`src/rtl/multicycle_controller_pkg.sv`:
```
// Shared control encodings for the multicycle RV32I controller:
// state codes, opcodes, ALU op/control codes and extender select codes.
package multicycle_controller_pkg;

   localparam logic [3:0] S_FETCH    = 4'd0;
   localparam logic [3:0] S_DECODE   = 4'd1;
   localparam logic [3:0] S_MEMADR   = 4'd2;
   localparam logic [3:0] S_MEMREAD  = 4'd3;
   localparam logic [3:0] S_MEMWB    = 4'd4;
   localparam logic [3:0] S_MEMWRITE = 4'd5;
   localparam logic [3:0] S_EXECUTER = 4'd6;
   localparam logic [3:0] S_EXECUTEI = 4'd7;
   localparam logic [3:0] S_ALUWB    = 4'd8;
   localparam logic [3:0] S_JAL      = 4'd9;
   localparam logic [3:0] S_BEQ      = 4'd10;
   localparam logic [3:0] S_TRAP     = 4'd11;

   localparam logic [6:0] OP_LOAD  = 7'b0000011;
   localparam logic [6:0] OP_STORE = 7'b0100011;
   localparam logic [6:0] OP_RTYPE = 7'b0110011;
   localparam logic [6:0] OP_ITYPE = 7'b0010011;
   localparam logic [6:0] OP_JAL   = 7'b1101111;
   localparam logic [6:0] OP_BEQ   = 7'b1100011;

   localparam logic [1:0] ALUOP_ADD   = 2'b00;
   localparam logic [1:0] ALUOP_SUB   = 2'b01;
   localparam logic [1:0] ALUOP_FUNCT = 2'b10;

   localparam logic [2:0] ALU_ADD = 3'b000;
   localparam logic [2:0] ALU_SUB = 3'b001;
   localparam logic [2:0] ALU_AND = 3'b010;
   localparam logic [2:0] ALU_OR  = 3'b011;
   localparam logic [2:0] ALU_SLT = 3'b101;

   localparam logic [1:0] IMM_I = 2'b00;
   localparam logic [1:0] IMM_S = 2'b01;
   localparam logic [1:0] IMM_B = 2'b10;
   localparam logic [1:0] IMM_J = 2'b11;

   function automatic logic [1:0] imm_src(input logic [6:0] op);
      case (op)
         OP_STORE: imm_src = IMM_S;
         OP_BEQ:   imm_src = IMM_B;
         OP_JAL:   imm_src = IMM_J;
         default:  imm_src = IMM_I;
      endcase
   endfunction

endpackage

```
`src/rtl/multicycle_controller_if.sv`:
```
// Control bundle between the multicycle controller and the datapath.
// The controller uses the master view, the datapath the slave view.
interface multicycle_controller_if;

   logic [6:0] op;
   logic [2:0] funct3;
   logic       funct7b5;
   logic       Zero;
   logic       MemReady;

   logic       PCWrite;
   logic       AdrSrc;
   logic       MemWrite;
   logic       IRWrite;
   logic       RegWrite;
   logic [1:0] ResultSrc;
   logic [1:0] ALUSrcA;
   logic [1:0] ALUSrcB;
   logic [2:0] ALUControl;
   logic [1:0] ImmSrc;
   logic       Retire;
   logic       Illegal;

   modport master (
      input  op, funct3, funct7b5, Zero, MemReady,
      output PCWrite, AdrSrc, MemWrite, IRWrite, RegWrite,
      output ResultSrc, ALUSrcA, ALUSrcB, ALUControl, ImmSrc,
      output Retire, Illegal
   );

   modport slave (
      output op, funct3, funct7b5, Zero, MemReady,
      input  PCWrite, AdrSrc, MemWrite, IRWrite, RegWrite,
      input  ResultSrc, ALUSrcA, ALUSrcB, ALUControl, ImmSrc,
      input  Retire, Illegal
   );

endinterface

```
`src/rtl/multicycle_controller_alu_decoder.sv`:
```
// ALU decoder: maps ALUOp plus instruction fields to ALUControl.
module multicycle_controller_alu_decoder
   import multicycle_controller_pkg::*;
(
   input  logic [1:0] alu_op,
   input  logic [2:0] funct3,
   input  logic       op_b5,
   input  logic       funct7b5,
   output logic [2:0] alu_control
);

   always_comb begin
      alu_control = ALU_ADD;
      case (alu_op)
         ALUOP_ADD: alu_control = ALU_ADD;
         ALUOP_SUB: alu_control = ALU_SUB;
         ALUOP_FUNCT: begin
            case (funct3)
               // only register-register forms carry a sub bit in funct7
               3'b000:  alu_control = (op_b5 && funct7b5) ? ALU_SUB : ALU_ADD;
               3'b010:  alu_control = ALU_SLT;
               3'b110:  alu_control = ALU_OR;
               3'b111:  alu_control = ALU_AND;
               default: alu_control = ALU_ADD;
            endcase
         end
         default: alu_control = ALU_ADD;
      endcase
   end

endmodule

```
`src/rtl/multicycle_controller.sv`:
```
// Main control FSM of the multicycle RV32I core: sequences the shared
// ALU, unified memory and immediate extender over several cycles.
module multicycle_controller
   import multicycle_controller_pkg::*;
#(
   parameter logic TRAP_ON_ILLEGAL = 1'b1
) (
   input  logic                     clk,
   input  logic                     reset,
   multicycle_controller_if.master  bus
);

   logic [3:0] state_q, state_d;
   logic       illegal_q, illegal_d;

   logic [1:0] alu_op;
   logic       pc_write, adr_src, mem_write, ir_write, reg_write, retire;
   logic [1:0] result_src, src_a, src_b;
   logic [2:0] alu_control;

   always_comb begin
      state_d    = state_q;
      alu_op     = ALUOP_ADD;
      pc_write   = 1'b0;
      adr_src    = 1'b0;
      mem_write  = 1'b0;
      ir_write   = 1'b0;
      reg_write  = 1'b0;
      retire     = 1'b0;
      result_src = 2'b00;
      src_a      = 2'b00;
      src_b      = 2'b00;
      case (state_q)
         S_FETCH: begin
            src_b      = 2'b10;
            result_src = 2'b10;
            pc_write   = bus.MemReady;
            ir_write   = bus.MemReady;
            if (bus.MemReady) state_d = S_DECODE;
         end
         S_DECODE: begin
            src_a = 2'b01;
            src_b = 2'b01;
            case (bus.op)
               OP_LOAD, OP_STORE: state_d = S_MEMADR;
               OP_RTYPE:          state_d = S_EXECUTER;
               OP_ITYPE:          state_d = S_EXECUTEI;
               OP_JAL:            state_d = S_JAL;
               OP_BEQ:            state_d = S_BEQ;
               default: begin
                  if (TRAP_ON_ILLEGAL) begin
                     state_d = S_TRAP;
                  end else begin
                     state_d = S_FETCH;
                     retire  = 1'b1;
                  end
               end
            endcase
         end
         S_MEMADR: begin
            src_a   = 2'b10;
            src_b   = 2'b01;
            state_d = bus.op[5] ? S_MEMWRITE : S_MEMREAD;
         end
         S_MEMREAD: begin
            adr_src = 1'b1;
            if (bus.MemReady) state_d = S_MEMWB;
         end
         S_MEMWB: begin
            result_src = 2'b01;
            reg_write  = 1'b1;
            retire     = 1'b1;
            state_d    = S_FETCH;
         end
         S_MEMWRITE: begin
            adr_src   = 1'b1;
            mem_write = 1'b1;
            if (bus.MemReady) begin
               retire  = 1'b1;
               state_d = S_FETCH;
            end
         end
         S_EXECUTER: begin
            src_a   = 2'b10;
            alu_op  = ALUOP_FUNCT;
            state_d = S_ALUWB;
         end
         S_EXECUTEI: begin
            src_a   = 2'b10;
            src_b   = 2'b01;
            alu_op  = ALUOP_FUNCT;
            state_d = S_ALUWB;
         end
         S_ALUWB: begin
            reg_write = 1'b1;
            retire    = 1'b1;
            state_d   = S_FETCH;
         end
         S_JAL: begin
            src_a    = 2'b01;
            src_b    = 2'b10;
            pc_write = 1'b1;
            state_d  = S_ALUWB;
         end
         S_BEQ: begin
            src_a    = 2'b10;
            alu_op   = ALUOP_SUB;
            pc_write = bus.Zero;
            retire   = 1'b1;
            state_d  = S_FETCH;
         end
         S_TRAP:  state_d = S_TRAP;
         default: state_d = S_FETCH;
      endcase
      illegal_d = illegal_q | (state_d == S_TRAP);
   end

   always_ff @(posedge clk) begin
      if (reset) begin
         state_q   <= S_FETCH;
         illegal_q <= 1'b0;
      end else begin
         state_q   <= state_d;
         illegal_q <= illegal_d;
      end
   end

   multicycle_controller_alu_decoder u_alu_dec (
      .alu_op      (alu_op),
      .funct3      (bus.funct3),
      .op_b5       (bus.op[5]),
      .funct7b5    (bus.funct7b5),
      .alu_control (alu_control)
   );

   // every output is held quiet for the whole reset cycle
   assign bus.PCWrite    = !reset && pc_write;
   assign bus.AdrSrc     = !reset && adr_src;
   assign bus.MemWrite   = !reset && mem_write;
   assign bus.IRWrite    = !reset && ir_write;
   assign bus.RegWrite   = !reset && reg_write;
   assign bus.Retire     = !reset && retire;
   assign bus.Illegal    = !reset && illegal_q;
   assign bus.ResultSrc  = reset ? 2'b00 : result_src;
   assign bus.ALUSrcA    = reset ? 2'b00 : src_a;
   assign bus.ALUSrcB    = reset ? 2'b00 : src_b;
   assign bus.ALUControl = reset ? 3'b000 : alu_control;
   assign bus.ImmSrc     = reset ? 2'b00 : imm_src(bus.op);

endmodule

```
`src/flat_wrapper.sv`:
```
// flat-port wrapper written by rule: the top's interface ports become plain ports
module multicycle_controller_flat import multicycle_controller_pkg::*;
#(
   parameter logic TRAP_ON_ILLEGAL = 1'b1
)
  (clk, reset, bus_op, bus_funct3, bus_funct7b5, bus_Zero, bus_MemReady, bus_PCWrite, bus_AdrSrc, bus_MemWrite, bus_IRWrite, bus_RegWrite, bus_ResultSrc, bus_ALUSrcA, bus_ALUSrcB, bus_ALUControl, bus_ImmSrc, bus_Retire, bus_Illegal);
  multicycle_controller_if bus_i ();
  input  logic clk;
  input  logic reset;
  input wire logic [$bits(bus_i.op)-1:0] bus_op;
  input wire logic [$bits(bus_i.funct3)-1:0] bus_funct3;
  input wire logic [$bits(bus_i.funct7b5)-1:0] bus_funct7b5;
  input wire logic [$bits(bus_i.Zero)-1:0] bus_Zero;
  input wire logic [$bits(bus_i.MemReady)-1:0] bus_MemReady;
  output wire logic [$bits(bus_i.PCWrite)-1:0] bus_PCWrite;
  output wire logic [$bits(bus_i.AdrSrc)-1:0] bus_AdrSrc;
  output wire logic [$bits(bus_i.MemWrite)-1:0] bus_MemWrite;
  output wire logic [$bits(bus_i.IRWrite)-1:0] bus_IRWrite;
  output wire logic [$bits(bus_i.RegWrite)-1:0] bus_RegWrite;
  output wire logic [$bits(bus_i.ResultSrc)-1:0] bus_ResultSrc;
  output wire logic [$bits(bus_i.ALUSrcA)-1:0] bus_ALUSrcA;
  output wire logic [$bits(bus_i.ALUSrcB)-1:0] bus_ALUSrcB;
  output wire logic [$bits(bus_i.ALUControl)-1:0] bus_ALUControl;
  output wire logic [$bits(bus_i.ImmSrc)-1:0] bus_ImmSrc;
  output wire logic [$bits(bus_i.Retire)-1:0] bus_Retire;
  output wire logic [$bits(bus_i.Illegal)-1:0] bus_Illegal;
  assign bus_i.op = bus_op;
  assign bus_i.funct3 = bus_funct3;
  assign bus_i.funct7b5 = bus_funct7b5;
  assign bus_i.Zero = bus_Zero;
  assign bus_i.MemReady = bus_MemReady;
  assign bus_PCWrite = bus_i.PCWrite;
  assign bus_AdrSrc = bus_i.AdrSrc;
  assign bus_MemWrite = bus_i.MemWrite;
  assign bus_IRWrite = bus_i.IRWrite;
  assign bus_RegWrite = bus_i.RegWrite;
  assign bus_ResultSrc = bus_i.ResultSrc;
  assign bus_ALUSrcA = bus_i.ALUSrcA;
  assign bus_ALUSrcB = bus_i.ALUSrcB;
  assign bus_ALUControl = bus_i.ALUControl;
  assign bus_ImmSrc = bus_i.ImmSrc;
  assign bus_Retire = bus_i.Retire;
  assign bus_Illegal = bus_i.Illegal;
  multicycle_controller #(.TRAP_ON_ILLEGAL(TRAP_ON_ILLEGAL)) u_core (.clk(clk), .reset(reset), .bus(bus_i));
endmodule
```
`config.mk`:
```
export PLATFORM = sky130hd
export DESIGN_NAME = multicycle_controller_flat
export DESIGN_NICKNAME = d
export VERILOG_FILES = /design/src/rtl/multicycle_controller_pkg.sv /design/src/rtl/multicycle_controller_if.sv /design/src/rtl/multicycle_controller_alu_decoder.sv /design/src/rtl/multicycle_controller.sv /design/src/flat_wrapper.sv
export SDC_FILE = /design/constraint.sdc
export NUM_CORES = 1
export LEC_CHECK = 0
export CELL_PAD_IN_SITES_DETAIL_PLACEMENT = 0
export CELL_PAD_IN_SITES_GLOBAL_PLACEMENT = 1
export CORE_MARGIN = 1
export CORE_UTILIZATION = 26
export CTS_CLUSTER_SIZE = 24
export DETAILED_ROUTE_END_ITERATION = 12
export PLACE_DENSITY_LB_ADDON = 0.1
export SLEW_MARGIN = 10
export SYNTH_ARGS = -nofsm -noshare
export SYNTH_HDL_FRONTEND = slang
export SYNTH_SLANG_ARGS = --single-unit
```
`constraint.sdc`:
```
create_clock -name clk -period 2.3 [get_ports clk]
set_input_delay 0.23 -clock clk [delete_from_list [all_inputs] [get_ports clk]]
set_output_delay 0.23 -clock clk [all_outputs]
set_load 0.02 [all_outputs]
```
==> impl_metrics.json, run 1 <==
{
  "synthXorXnorAreaFrac": 0.0521,
  "start_util": 0.274,
  "fillCellCount": 255,
  "setup_viol": 0,
  "rows": 18,
  "port_buffers": 32,
  "grt_usage": 0.153,
  "drtPass1Iterations": 4,
  "htree_levels": 1,
  "critical_path_class": "reg2out",
  "hold_slack_ns": 0.458,
  "synthAdderAreaFrac": 0.0521,
  "hold_viol_final": 0,
  "crit_arrival_ns": 1.95,
  "synth_compound_area_frac": 0.210,
  "drt_iter0_drc": 7,
  "synth_seq_area_share": 0.149,
  "drive_above_1_share": 0.140,
  "synth_edf_count": 0,
  "fin_crit_sh": 0.946,
  "min_path_type": "reg2reg",
  "vias_per_cell": 4.89,
  "synth_nets": 117,
  "syn_to_final_growth_pct": 68.2,
  "rr_startpoint": "u_core.state_q[3]",
  "wl_per_cell_um": 11.5,
  "post-route-drc-count": 0,
  "status": "completed",
  "required_ns": 2.07,
  "die_w_um": 52.8,
  "cts_max_path_buffers": 2,
  "max_freq_mhz": 460,
  "layout_min_cycle_time_ns": 2.18,
  "core_area_sq_mm": 0.00245,
  "antenna_left": 0,
  "holdPathEnd": "u_core.illegal_q",
  "antenna_cells": 0,
  "cp-end-kind": "primary output",
  "numClockSinks": 5,
  "slew_viol_final": 0,
  "cellPowerDensity_mw_per_mm2": 765,
  "critPathSlowestCell": "clkdlybuf4s15_1",
  "synth.distinct_cells": 36,
  "stdcell_count": 173,
  "power_leakage_nw": 0.486,
  "avgSynthCellArea_sq_um": 6.72,
  "hold_depth": 2,
  "vias": 846,
  "hold_start": "u_core.illegal_q",
  "cts_setup_buffers": 0,
  "path_delay_family": "simple AND/OR/NAND/NOR gates",
  "synth_ff_type": "dfxtp_1",
  "synthesis.area_sq_um": 672,
  "cap_violations": 0,
  "async_flop_share": 0,
  "cp-start-kind": "register",
  "ios": 33,
  "clkSlewWorstSetupHoldPaths_ns": 0.04,
  "dp_slack_ns": -0.0538,
  "tightest_slew_ns": 0.474,
  "yosys_warnings": 0,
  "cts_root_buf": "clkbuf_4",
  "cp_cell_sequence": "nor3b_1 -> buf_4 -> nand2_1 -> ha_1 -> nor2_1 -> nand3_1 -> nor3_1 -> clkdlybuf4s15_1",
  "fin_ws_ns": 0.125,
  "dp_hpwl_mm": 1.60,
  "wl_mm": 1.99,
  "fin_util": 0.460,
  "insertion_delay_ns": 0.24,
  "dp.cells": 169,
  "worst_clock_skew_ns": 0.00409,
  "synth_area_leader_cell": "dfxtp_1",
  "grt_max_degree": 18,
  "grt_pass1_wl_mm": 3.20,
  "slowest_delay_ns": 0.33,
  "reg2reg_depth": 5,
  "reg2reg_to": "u_core.illegal_q",
  "synth-simple-area-share": 0.423,
  "relSlewSlack": 0.676,
  "worst_ir_drop_vdd_v": 0.000588,
  "ys_ff_latch": 5,
  "cts_hold_buf": 0,
  "cp_max_fo": 2,
  "synthMuxAreaShare": 0,
  "cts_tree": "built",
  "fp.dieH_um": 52.8,
  "overflow": 0,
  "antenna_found_initial": 0,
  "rrSetupSlack_ns": 0.53,
  "netlist_instances": 100,
  "die_area_sq_mm": 0.00279,
  "rsz0062_at_grt": "false",
  "synth_top_family_by_area": "simple AND/OR/NAND/NOR gates",
  "cp.buffers_inverters": 2,
  "grt_pass1_vias": 744,
  "nets": 161,
  "yosys-top-cells-area": "dfxtp_1 (15%), nor3_1 (6.7%), nand3_1 (5.2%)",
  "cts_buffers": 3,
  "netlist.area_leader.share": 0.149,
  "gp_congestion": 0.832
}
## sequential cells by signal, indices dropped and copies added, names as in the netlist
signal and flops:
u_core.illegal_q 1, u_core.state_q 4
## synth_stat cells (all sizes together) (2+ instances only)
cell type,number
inv,9
nor2,9
nor3,9
nand3,7
a21oi,6
buf,5
dfxtp,5
nand2b,5
nor4,5
nand2,4
o21ai,4
clkbuf,3
nor3b,3
and3b,2
ha,2
nor2b,2
xnor2,2
xor2,2
## worst min-delay path: cells and delay by family (launching register included)
kind            cells  cell delay (ns)
simple gates        1             0.07
compound gates      1             0.05
flops               1             0.30
## where the power goes
| group | leakage [nW] | internal, mW | switching (mW) | total, mW |
|---|---|---|---|---|
| clock | 0.0150 | 0.0655 | 0.0340 | 0.0995 |
| combinational | 0.430 | 0.292 | 0.344 | 0.636 |
| sequential | 0.0409 | 0.114 | 0.0153 | 0.129 |
| total | 0.486 | 0.471 | 0.393 | 0.864 |
## metrics by stage
stage	power, mW	TNS [ns]	instance area [sq um]
6_report	0.864	0	1130
5_1_grt	0.936	0	1130
4_1_cts	0.874	0	1130
3_5_place_dp	0.772	-0.0538	1100
3_3_place_gp	0.773	0	1100
2_1_floorplan	0.528	0	672
## layout by cell type (no fill, tap or decap), types with 3 or more instances in the layout
cell type         n
a21oi_1           6
buf_4            15
clkbuf_4          3
clkdlybuf4s50_1  26
dfxtp_1           5
dlygate4sd2_1     4
inv_1             9
nand2_1           4
nand2b_1          5
nand3_1           7
nor2_1            9
nor3_1            9
nor3b_1           3
nor4_1            5
o21ai_0           3
## routing by layer
metal	track usage	wire, um	up-vias
met2	0.266	910	33
met3	0.0406	159	0
met4	0	0	0
met5	0	0	-
met1	0.199	919	365
li1	-	-	448
## cells by family (layout without fill, tap and decap cells)
family | Yosys count | in the layout
fa+ha+maj | 3 | 3
flops | 5 | 5
buf+inv | 17 | 60
xor+xnor | 4 | 4
simple gates | 51 | 51
compound gates | 20 | 20
## cell type report
class	count	area, sq um	area share
multi-input combinational	78	502	0.444
timing repair buffer	47	430	0.381
sequential	5	100	0.0886
tap	30	37.5	0.0332
inverter	9	33.8	0.0299
clock buffer	4	26.3	0.0233
## how the worst max path moves through the flow
stage | from | to | depth (start not counted)
floorplan | u_core.state_q[2] | bus_ALUControl[2] | 8
global placement | bus_op[3] | bus_ImmSrc[0] | 6
detailed placement | bus_op[3] | bus_ImmSrc[0] | 6
CTS | u_core.state_q[0] | bus_ResultSrc[1] | 4
global route | u_core.state_q[1] | bus_ALUControl[2] | 8
finish | u_core.state_q[1] | bus_ALUControl[2] | 8
## repair_timing
item	CTS	global route
endpoints found under the setup margin	5	2
hold endpoints to repair	0	0
gates resized for setup	6	2
Note: power is estimated with default switching activity, not from simulation.
==> run 2, diff against run 1 <==
==> constraint.sdc (replaced) <==
create_clock -name clk -period 2.3 [get_ports clk]
set_input_delay 0.23 -clock clk [delete_from_list [all_inputs] [get_ports clk]]
set_output_delay 0.23 -clock clk [all_outputs]
set_load 0.005 [all_outputs]
==> run 2 against run 1 <==
  * Cell area grew 3.0%
  * Core utilization is 1.4 points higher
  * Sequential share of layout area is 0.15 points lower
  * Non-clock buffer count decreased by 1
  * Clock-buffer cell count stayed put
  * Critical path depth is 3 lower
  * Combinational power decreased by 4.6%
  * Routed wire length grew 2.0%
  * Final cell count is 0.58% lower
  * Global-route usage grew 0.54 points
  * First-iteration DRC count shrank 86%
==> impl_metrics.json, run 2 (synthesis gave the netlist of run 1 again) <==
{
  "tightest_slew_ns": 0.384,
  "cp_max_fo": 16,
  "cellPowerDensity_mw_per_mm2": 728,
  "cts_buffers": 3,
  "cp-start-kind": "register",
  "fillCellCount": 268,
  "path_delay_family": "simple AND/OR/NAND/NOR gates",
  "die_w_um": 52.8,
  "dp_hpwl_mm": 1.57,
  "total_power_mw": 0.847,
  "antenna_cells": 0,
  "max_freq_mhz": 449,
  "power_leakage_nw": 0.499,
  "place_area_sq_mm": 0.00107,
  "top_register": "u_core.state_q",
  "grt_pass1_vias": 739,
  "critical_path_class": "reg2out",
  "worst_clock_skew_ns": 0.000203,
  "required_ns": 2.07,
  "wl_per_cell_um": 11.8,
  "drive_above_1_share": 0.183,
  "fin_crit_sh": 0.969,
  "clkSlewWorstSetupHoldPaths_ns": 0.04,
  "slew_viol_final": 0,
  "crit_arrival_ns": 2.00,
  "setup_viol": 0,
  "numClockSinks": 5,
  "status": "completed",
  "grt_pass1_wl_mm": 3.35,
  "die_area_sq_mm": 0.00279,
  "cts_root_buf": "clkbuf_4",
  "min_path_type": "reg2reg",
  "antenna_found_initial": 0,
  "start_util": 0.274,
  "final_common_cell": "clkdlybuf4s50_1",
  "dp_slack_ns": 0.0288,
  "worst_ir_drop_vdd_v": 0.000529,
  "port_buffers": 32,
  "largestRegisters": "u_core.state_q: 4 flops, u_core.illegal_q: 1 flops",
  "ios": 33,
  "dp.cells": 165,
  "gp_congestion": 0.751,
  "wl_mm": 2.03,
  "seq_area_sq_um": 101,
  "grt_usage": 0.159,
  "stdcell_count": 172,
  "vias": 846,
  "multi_input_area_sq_um": 528,
  "relSlewSlack": 0.738,
  "fin_ws_ns": 0.0717,
  "cts_hold_buf": 0,
  "drt_iter0_drc": 1,
  "cts_tree": "built",
  "fp.dieH_um": 52.8,
  "layout_min_cycle_time_ns": 2.23,
  "cts_max_path_buffers": 2,
  "largest_reg_flops": 4,
  "htree_levels": 1,
  "stdcell_area_sq_mm": 0.00116,
  "core_area_sq_mm": 0.00245,
  "syn_to_final_growth_pct": 73.2,
  "most-common-layout-cells": "clkdlybuf4s50_1 (29), buf_4 (12), inv_1 (9), nor3_1 (9), nor2_1 (7)",
  "setup_tns_ns": 0,
  "cp-end-kind": "primary output",
  "cap_violations": 0,
  "slowest_delay_ns": 0.55,
  "rows": 18,
  "critPathSlowestCell": "or4_4",
  "cp_cell_sequence": "buf_6 -> or4_4 -> nor2_4 -> and2_1 -> clkdlybuf4s50_1",
  "nets": 160,
  "grt_max_degree": 17,
  "hold_viol_final": 0,
  "drtPass1Iterations": 4,
  "post-route-drc-count": 0,
  "insertion_delay_ns": 0.23,
  "overflow": 0,
  "cp.buffers_inverters": 2,
  "rsz0062_at_grt": "false",
  "vias_per_cell": 4.92,
  "antenna_left": 0
}
## run 2: repair_timing
action                                  CTS  global route
endpoints found under the setup margin    2             4
pin swaps                                 0             2
setup buffers                             1             2
gates resized for setup                   3            11
## run 2: through the flow
stage | utilization | hold WS [ns]
2_1_floorplan | - | 0.382
3_3_place_gp | 0.436 | 0.449
3_5_place_dp | 0.436 | 0.455
4_1_cts | 0.451 | 0.461
5_1_grt | 0.474 | 0.469
6_report | 0.474 | 0.455
## run 2: layout make-up
| cell class | count | area share |
|---|---|---|
| multi-input cells | 78 | 0.454 |
| repair buffers | 46 | 0.375 |
| well taps | 30 | 0.0323 |
| inverters | 9 | 0.0290 |
| clock buffers | 4 | 0.0226 |
| flip-flops and latches | 5 | 0.0871 |
## run 2: layer usage
layer | wire [um] | GRT usage
met1 | 964 | 0.223
met2 | 967 | 0.268
met3 | 96 | 0.00580
met4 | 0 | 0.0263
met5 | 0 | 0
## run 2: where the power goes
part           internal, mW  switching, mW
Clock                0.0655         0.0343
Combinational         0.318          0.290
Sequential            0.115         0.0248
Total                 0.498          0.349
## run 2: worst paths after layout
kind	startpoint	to	slack, ns	depth (start not counted)
hold reg to reg	u_core.illegal_q	u_core.illegal_q	0.45	2
setup reg to reg	u_core.state_q[2]	u_core.illegal_q	0.50	6
hold / removal	u_core.illegal_q	u_core.illegal_q	0.45	2
setup / recovery	u_core.state_q[0]	bus_IRWrite	0.07	5
## run 2: worst reg2reg max path, delay by kind of cell (launching register included)
kind                   cells  cell delay (ns)
and+or+nand+nor            1             0.49
DFF                        1             0.31
AOI/OAI and AO/OA          3             0.57
buffers and inverters      2             0.33
==> run 3, diff against run 2 <==
- ABC_AREA: default -> 1
- CORE_UTILIZATION: 26 -> 24
==> run 3 against run 2 <==
  * Clock-buffer cell count is the same
  * Core utilization decreased by 5.6 points
  * Synthesized area shrank 7.1%
  * Sequential share of layout area increased by 1.8 points
  * Power shrank 35%
  * Critical path type unchanged
==> impl_metrics.json, run 3 <==
{
  "overflow": 0,
  "synth_edf_count": 0,
  "cp-end-kind": "primary output",
  "drive_above_1_share": 0.116,
  "final_common_cell": "clkdlybuf4s50_1",
  "drt_iter0_drc": 19,
  "total_power_mw": 0.554,
  "netlist_instances": 118,
  "rows": 18,
  "dp_hpwl_mm": 1.50,
  "setup_viol": 0,
  "cts_root_buf": "clkbuf_4",
  "netlist.area_leader.share": 0.168,
  "worst_clock_skew_ns": 0.00194,
  "grt_max_degree": 12,
  "fin_crit_sh": 0.947,
  "crit_arrival_ns": 1.95,
  "cp_cell_sequence": "inv_2 -> nor2_4 -> nand2_1 -> buf_4 -> inv_1 -> ha_1 -> a21oi_1 -> nor3_1 -> clkdlybuf4s50_1",
  "slew_viol_final": 0,
  "reg2reg_to": "u_core.illegal_q",
  "yosys_warnings": 0,
  "layout_min_cycle_time_ns": 2.18,
  "critPathSlowestCell": "clkdlybuf4s50_1",
  "clkSlewWorstSetupHoldPaths_ns": 0.04,
  "rr_startpoint": "u_core.state_q[0]",
  "drtPass1Iterations": 4,
  "top_register": "u_core.state_q",
  "status": "completed",
  "most-common-layout-cells": "clkdlybuf4s50_1 (31), nand2_1 (28), inv_1 (22)",
  "worst_ir_drop_vdd_v": 0.000385,
  "largest_reg_flops": 4,
  "hold_viol_final": 0,
  "port_buffers": 32,
  "cts_tree": "built",
  "required_ns": 2.07,
  "synth.most_common_cell": "nand2_1",
  "hold_depth": 2,
  "synth_seq_area_share": 0.160,
  "synthesis.area_sq_um": 624,
  "die_area_sq_mm": 0.00281,
  "grt_usage": 0.140,
  "wl_mm": 1.78,
  "async_flop_share": 0,
  "synth_ff_type": "dfxtp_1",
  "power_leakage_nw": 0.512,
  "avgSynthCellArea_sq_um": 5.29,
  "min_path_type": "reg2reg",
  "synth_nets": 135,
  "synth.distinct_cells": 21,
  "cts_setup_buffers": 0,
  "hold_start": "u_core.illegal_q",
  "gp_congestion": 0.816,
  "vias": 801,
  "cellPowerDensity_mw_per_mm2": 535,
  "cp.buffers_inverters": 4,
  "max_freq_mhz": 459,
  "htree_levels": 1,
  "synth_area_leader_cell": "nand2_1",
  "yosys-top-cells-area": "nand2_1 (17%), dfxtp_1 (16%), inv_1 (13%)",
  "grt_pass1_wl_mm": 2.93,
  "post-route-drc-count": 0,
  "path_delay_family": "buffers and inverters",
  "antenna_found_initial": 0,
  "core_area_sq_mm": 0.00248,
  "rsz0062_at_grt": "false",
  "cap_violations": 0,
  "cts_max_path_buffers": 2,
  "antenna_left": 0,
  "largestRegisters": "u_core.state_q: 4 flops, u_core.illegal_q: 1 flops",
  "tightest_slew_ns": 0.387,
  "synthTopCellsByCount": "nand2_1 (28), inv_1 (22), nor2_1 (21)",
  "wl_per_cell_um": 9.63,
  "setup_tns_ns": 0,
  "numClockSinks": 5,
  "cts_hold_buf": 0,
  "critical_path_class": "reg2out",
  "ys_ff_latch": 5,
  "ios": 33,
  "cp-start-kind": "register",
  "rrSetupSlack_ns": 0.95,
  "cts_buffers": 3,
  "vias_per_cell": 4.33,
  "antenna_cells": 0,
  "nets": 173,
  "cp_max_fo": 5,
  "holdPathEnd": "u_core.illegal_q",
  "syn_to_final_growth_pct": 65.7,
  "relSlewSlack": 0.741,
  "slowest_delay_ns": 0.52,
  "insertion_delay_ns": 0.24,
  "start_util": 0.252,
  "die_w_um": 53.0,
  "reg2reg_depth": 8,
  "grt_pass1_vias": 704,
  "fp.dieH_um": 53.0
}
[run 3: cell count changes in the layout (fill, tap and decap cells not counted), sizes merged, moves of 4 or more]
cell    previous run  this run
nand2              4        30
nand2b             5         0
nor2               9        24
inv                9        24
nor3               9         5
buf               14         3
nor4               5         1
[run 3: kinds of logic (layout without fill, tap and decap cells)]
| logic type | Yosys count | count (layout) | share of synthesized area |
|---|---|---|---|
| simple gates | 70 | 70 | 0.491 |
| flops | 5 | 5 | 0.160 |
| fa+ha+maj | 2 | 2 | 0.0401 |
| buf+inv | 26 | 63 | 0.162 |
| compound gates | 15 | 15 | 0.146 |
[run 3: worst max-delay path by stage]
stage	cells after the start	slack (ns)	start	end
global route	9	0.005	u_core.state_q[3]	bus_ALUControl[0]
floorplan	7	0.68	u_core.state_q[3]	bus_ALUControl[2]
detailed placement	8	0.09	u_core.state_q[3]	bus_ALUControl[2]
global placement	8	0.13	u_core.state_q[1]	bus_ALUControl[2]
CTS	9	0.05	u_core.state_q[1]	bus_ALUControl[0]
finish	9	0.12	u_core.state_q[3]	bus_ALUControl[0]
[run 3: what timing repair did]
item / 4_1_cts / 5_1_grt
gates resized for setup: 5 / 3
setup endpoints to repair: 3 / 2
pin swaps: 0 / 0
[run 3: cell type report]
class                      count  area [sq um]
clock buffer                   4          26.3
sequential                     5           109
fill                         291          1440
inverter                      24          90.1
multi-input combinational     87           430
timing repair buffer          35           342
tap                           30          37.5
[run 3: tightest hold or removal path, stage by stage (launching register included)]
cell	delay [ns]
dfxtp_1	0.30
nand2_1	0.06
nand2_1	0.06
[run 3: metal layers]
layer / part of all wire / routed length, um / vias to the layer above / global-route usage
met4: 0 / 0 / 0 / 0.0263
met1: 0.47 / 843 / 334 / 0.166
met5: 0 / 0 / - / 0
li1: - / - / 446 / -
met2: 0.48 / 854 / 21 / 0.257
met3: 0.047 / 84 / 0 / 0.0259
[run 3: through the flow]
stage	hold slack (ns)	util	area, sq um	worst slack (ns)	instances
detailed placement	0.448	0.401	993	0.0938	181
floorplan	0.421	-	624	0.675	118
finish	0.445	0.418	1030	0.122	185
CTS	0.450	0.415	1030	0.0539	185
global route	0.496	0.418	1030	0.00547	185
global placement	0.434	0.401	993	0.125	181
[run 3: where the power goes]
| part | total (mW) | internal, mW | switching, mW |
|---|---|---|---|
| registers | 0.136 | 0.107 | 0.0287 |
| logic | 0.316 | 0.154 | 0.162 |
| clock network | 0.102 | 0.0656 | 0.0365 |
| total | 0.554 | 0.326 | 0.227 |
